--- config.mk ---
export PLATFORM = sky130hd
export DESIGN_NAME = rc_stream_tx
export DESIGN_NICKNAME = d
export VERILOG_FILES = /design/src/rtl/rc_stream_tx.sv
export SDC_FILE = /design/constraint.sdc
export NUM_CORES = 1
export LEC_CHECK = 0
export BUFFER_PORTS_ARGS = -buffer_cell sky130_fd_sc_hd__buf_2
export CELL_PAD_IN_SITES_DETAIL_PLACEMENT = 0
export CELL_PAD_IN_SITES_GLOBAL_PLACEMENT = 2
export CORE_MARGIN = 4
export CORE_UTILIZATION = 30
export DETAILED_ROUTE_END_ITERATION = 6
export GPL_TIMING_DRIVEN = 1
export PLACE_DENSITY_LB_ADDON = 0.15
export SLEW_MARGIN = 10
export SYNTH_ARGS = -nofsm -noshare
export SYNTH_HDL_FRONTEND = slang
export SYNTH_SLANG_ARGS = --single-unit
export TNS_END_PERCENT = 1
--- constraint.sdc ---
create_clock -name clk -period 15.2 [get_ports clk]
set_input_delay 3.04 -clock clk [delete_from_list [all_inputs] [get_ports clk]]
set_output_delay 3.04 -clock clk [all_outputs]
set_load 0.005 [all_outputs]
--- src/rtl/rc_stream_tx.sv ---
// Snapshots a row/column seed pair on start and streams it as BS-bit words.
// First word one cycle after an accepted start; tready low freezes the word in place and start is ignored while a frame is in flight.
module rc_stream_tx #(
   parameter int BS = 64,
   parameter int N  = 256,
   parameter int L  = 128
) (
   input  logic          clk,
   input  logic          rst_n,
   input  logic          start,
   input  logic [N-1:0]  row0,
   input  logic [L-1:0]  col0,
   output logic [BS-1:0] tdata,
   output logic          tvalid,
   input  logic          tready,
   output logic          tlast,
   output logic          tsel,
   output logic          busy,
   output logic          done
);

   localparam int XSZ  = N / BS;
   localparam int YSZ  = L / BS;
   localparam int MAXW = (XSZ > YSZ) ? XSZ : YSZ;
   localparam int CW   = (MAXW > 1) ? $clog2(MAXW) : 1;

   generate
      if ((N % BS) != 0 || (L % BS) != 0 || N < BS || L < BS) begin : g_bad_size
         $error("rc_stream_tx: N and L must be non-zero multiples of BS");
      end
   endgenerate

   typedef enum logic [1:0] {
      IDLE = 2'd0,
      COL  = 2'd1,
      ROW  = 2'd2
   } state_e;

   state_e         state_q, state_d;
   logic [N-1:0]   row_q, row_d;
   logic [L-1:0]   col_q, col_d;
   logic [CW-1:0]  idx_q, idx_d;
   logic           done_q, done_d;
   logic [1:0]     rst_sync_q;
   logic           rst_int_n;
   logic           col_last;
   logic           row_last;

   // Reset asserts immediately but releases only after two clean clock edges.
   always_ff @(posedge clk or negedge rst_n) begin
      if (!rst_n) begin
         rst_sync_q <= 2'b00;
      end else begin
         rst_sync_q <= {rst_sync_q[0], 1'b1};
      end
   end

   assign rst_int_n = rst_sync_q[1];

   assign col_last = (idx_q == CW'(YSZ - 1));
   assign row_last = (idx_q == CW'(XSZ - 1));

   always_ff @(posedge clk or negedge rst_int_n) begin
      if (!rst_int_n) begin
         state_q <= IDLE;
         row_q   <= '0;
         col_q   <= '0;
         idx_q   <= '0;
         done_q  <= 1'b0;
      end else begin
         state_q <= state_d;
         row_q   <= row_d;
         col_q   <= col_d;
         idx_q   <= idx_d;
         done_q  <= done_d;
      end
   end

   // Shadow vectors shift left on each transfer so the outgoing word is always the top BS bits.
   always_comb begin
      state_d = state_q;
      row_d   = row_q;
      col_d   = col_q;
      idx_d   = idx_q;
      done_d  = 1'b0;
      unique case (state_q)
         IDLE: begin
            if (start) begin
               row_d   = row0;
               col_d   = col0;
               idx_d   = '0;
               state_d = COL;
            end
         end
         COL: begin
            if (tready) begin
               col_d = col_q << BS;
               if (col_last) begin
                  idx_d   = '0;
                  state_d = ROW;
               end else begin
                  idx_d = idx_q + CW'(1);
               end
            end
         end
         ROW: begin
            if (tready) begin
               row_d = row_q << BS;
               if (row_last) begin
                  idx_d   = '0;
                  done_d  = 1'b1;
                  state_d = IDLE;
               end else begin
                  idx_d = idx_q + CW'(1);
               end
            end
         end
         default: begin
            state_d = IDLE;
         end
      endcase
   end

   always_comb begin
      tdata  = '0;
      tvalid = 1'b0;
      tlast  = 1'b0;
      tsel   = 1'b0;
      busy   = 1'b0;
      unique case (state_q)
         COL: begin
            tdata  = col_q[L-1 -: BS];
            tvalid = 1'b1;
            busy   = 1'b1;
         end
         ROW: begin
            tdata  = row_q[N-1 -: BS];
            tvalid = 1'b1;
            tsel   = 1'b1;
            tlast  = row_last;
            busy   = 1'b1;
         end
         default: begin
            tdata  = '0;
         end
      endcase
   end

   assign done = done_q;

endmodule
==> impl_metrics.json <==
{
  "postCtsSetupRepairBufs": 0,
  "track_usage_pct": 18.2,
  "placed_cell_area_sq_mm": 0.0225,
  "final_common_cell": "mux2_2",
  "antenna_found_initial": 27,
  "relSlewSlack_pct": 21.6,
  "cts-hold-fix-buffers": 0,
  "coreArea_sq_mm": 0.0646,
  "h-tree-depth": 2,
  "area.growth.synth_to_final_pct": 22.2,
  "seq_area_frac_synth_pct": 49.9,
  "status": "finished clean",
  "start_util_pct": 30.3,
  "r2r_start": "state_q[0]",
  "cts_max_path_buffers": 3,
  "fmax_ghz": 0.157,
  "startpoint": "state_q[0]",
  "netSwitchingFraction_pct": 36.3,
  "grt_max_degree": 152,
  "yosys_warnings": 0,
  "io_pins": 457,
  "setup_violations": 0,
  "die_h_um": 264,
  "path_max_fanout": 75,
  "cap_violations": 0,
  "reg2reg_slack_ps": 10890,
  "first_global_vias": 15700,
  "worstPathRequired_ps": 12160,
  "via_count": 14300,
  "synth_area_per_cell_sq_um": 12.2,
  "dieArea_sq_mm": 0.0695,
  "seqPwrFrac_pct": 34.2,
  "clock_sinks": 391,
  "hp-class": "register to asynchronous set/reset pin",
  "internal-power_mw": 3.29,
  "power.leakage_nw": 10.9,
  "maxSlewViolCount": 0,
  "clock_latency_ps": 560,
  "final_cell_area_sq_mm": 0.0239,
  "rows": 93,
  "finalCritPeriodShare_pct": 41.9,
  "antenna_left": 0,
  "routedWlPerCell_um": 22.7,
  "p_switching_mw": 1.87,
  "dp_hpwl_mm": 41.6,
  "drive_above_1_share_pct": 53.2,
  "fin_nets": 2379,
  "cp-start-kind": "register",
  "place_congestion": 0.772,
  "tightest_slew_ps": 1180,
  "powerDensity_mw_per_mm2": 216,
  "ys_ff_latch": 391,
  "fin_crit_ps": 6380,
  "cts_resized": 0,
  "via_per_inst": 4.97,
  "grt_pass1_wl_mm": 98.5,
  "drt_iter0_drc": 703,
  "fin_worst_skew_ps": 8.02,
  "hold_viol_final": 0,
  "wirelength_mm": 65.3,
  "worstPathArrival_ps": 3340,
  "comb_power_share_pct": 44.9,
  "end_kind": "output pin",
  "synth_cell_types": 28,
  "fillCellCount": 6517,
  "io_buffers": 456,
  "final_cell_mix": "513 x mux2_2, 455 x buf_2, 390 x dfrtp_1",
  "syn-cell-area_sq_mm": 0.0196,
  "drt_drc_violations_left": 0,
  "peakVddDrop_v": 0.000167,
  "path_clk_slew_ps": 60,
  "whs_ps": 291,
  "setup_tns_ps": 0,
  "syn-instance-count": 1602,
  "clock-root-buffer": "clkbuf_16",
  "fin_util_pct": 37.1,
  "cts_tree": "done",
  "rsz0062_at_grt": "no",
  "numCtsBuffers": 48,
  "dr.pass1.iters": 4,
  "die-width_um": 264,
  "syn_nets": 2000,
  "grt_overflow": 0,
  "crit_type": "register to output pin",
  "p_clk_share_pct": 20.9
}
-- final cells by class --
cell class | instances | area (sq um) | area share, %
multi-input combinational | 1056 | 9110 | 38.1
sequential | 391 | 9790 | 40.9
timing repair buffer | 478 | 2470 | 10.3
antenna | 13 | 32.5 | 0.136
clock inverter | 12 | 95.1 | 0.397
clock buffer | 68 | 1360 | 5.67
inverter | 6 | 22.5 | 0.0941
tap | 855 | 1070 | 4.47
-- sequential cells by signal (all words and copies together) (netlist names) --
signal,count
row_q,256
col_q,128
rst_sync_q,2
idx_q,2
state_q,2
done,1
-- through the flow --
step | instances | worst slack (ps) | total power [mW]
after floorplan | 1602 | 3500 | 3.49
after global placement | 2786 | 9310 | 4.10
after detailed placement | 2786 | 9280 | 4.15
after CTS | 2866 | 8740 | 5.26
after global routing | 2872 | 8570 | 5.53
final | 2879 | 8820 | 5.17
-- worst max-delay path, stage by stage, from the launching register on --
cell	delay (ps)
dfrtp_1	470
inv_1	250
ha_4	550
buf_4	770
a22oi_1	200
nor2_1	260
buf_2	170
-- power groups by stage --
| stage | clock (mW) | sequential [mW] | combinational, mW |
|---|---|---|---|
| after global placement | 0 | 1.77 | 2.33 |
| after CTS | 1.12 | 1.77 | 2.37 |
| final | 1.08 | 1.76 | 2.32 |
| after floorplan | 0 | 1.71 | 1.78 |
| after global routing | 1.17 | 1.82 | 2.54 |
| after detailed placement | 0 | 1.78 | 2.36 |
-- logic make-up after synthesis --
group	share of synthesized area (%)
mux	29.7
flops	49.9
simple gates	9.80
compound gates	5.89
buf+inv	3.97
fa+ha+maj	0.639
other cells	0.0191
-- worst paths after layout --
check / endpoint / cells after the start
min: row_q[8] / 0
max: tdata[63] / 6
min reg2reg: row_q[8] / 0
min in group clk: rst_sync_q[1] / 0
max reg2reg: col_q[98] / 8
max in group asynchronous: row_q[58] / 2
-- layer usage --
| metal | share of wire [%] | vias up | GRT usage, % |
|---|---|---|---|
| met2 | 49 | 319 | 30.7 |
| met5 | 0.24 | - | 0 |
| met1 | 44 | 7308 | 23.5 |
| met3 | 5.9 | 88 | 5.05 |
| li1 | - | 6567 | - |
| met4 | 1.4 | 26 | 3.29 |
-- cells in the mapped netlist --
library cell | count | share of area, %
o211a_1 | 1 | 0.051
and3_1 | 1 | 0.032
and2_1 | 1 | 0.032
mux2_1 | 1 | 0.057
a22oi_1 | 64 | 2.5
a211o_1 | 1 | 0.045
o2111ai_1 | 1 | 0.045
clkbuf_1 | 70 | 1.3
nor2_1 | 65 | 1.2
buf_4 | 17 | 0.65
ha_1 | 10 | 0.64
inv_1 | 6 | 0.11
conb_1 | 1 | 0.019
nor2b_1 | 1 | 0.032
buf_2 | 34 | 0.87
nor2b_4 | 1 | 0.070
buf_1 | 16 | 0.31
nand2_1 | 128 | 2.5
buf_6 | 12 | 0.69
nand2b_1 | 3 | 0.096
mux2i_1 | 4 | 0.20
nor2_2 | 1 | 0.032
nand4b_1 | 128 | 5.7
o21ai_0 | 129 | 3.3
dfrtp_1 | 391 | 50
mux2_2 | 513 | 29
and2_0 | 1 | 0.032
nor2_4 | 1 | 0.057
(Power assumes the default switching activity.)
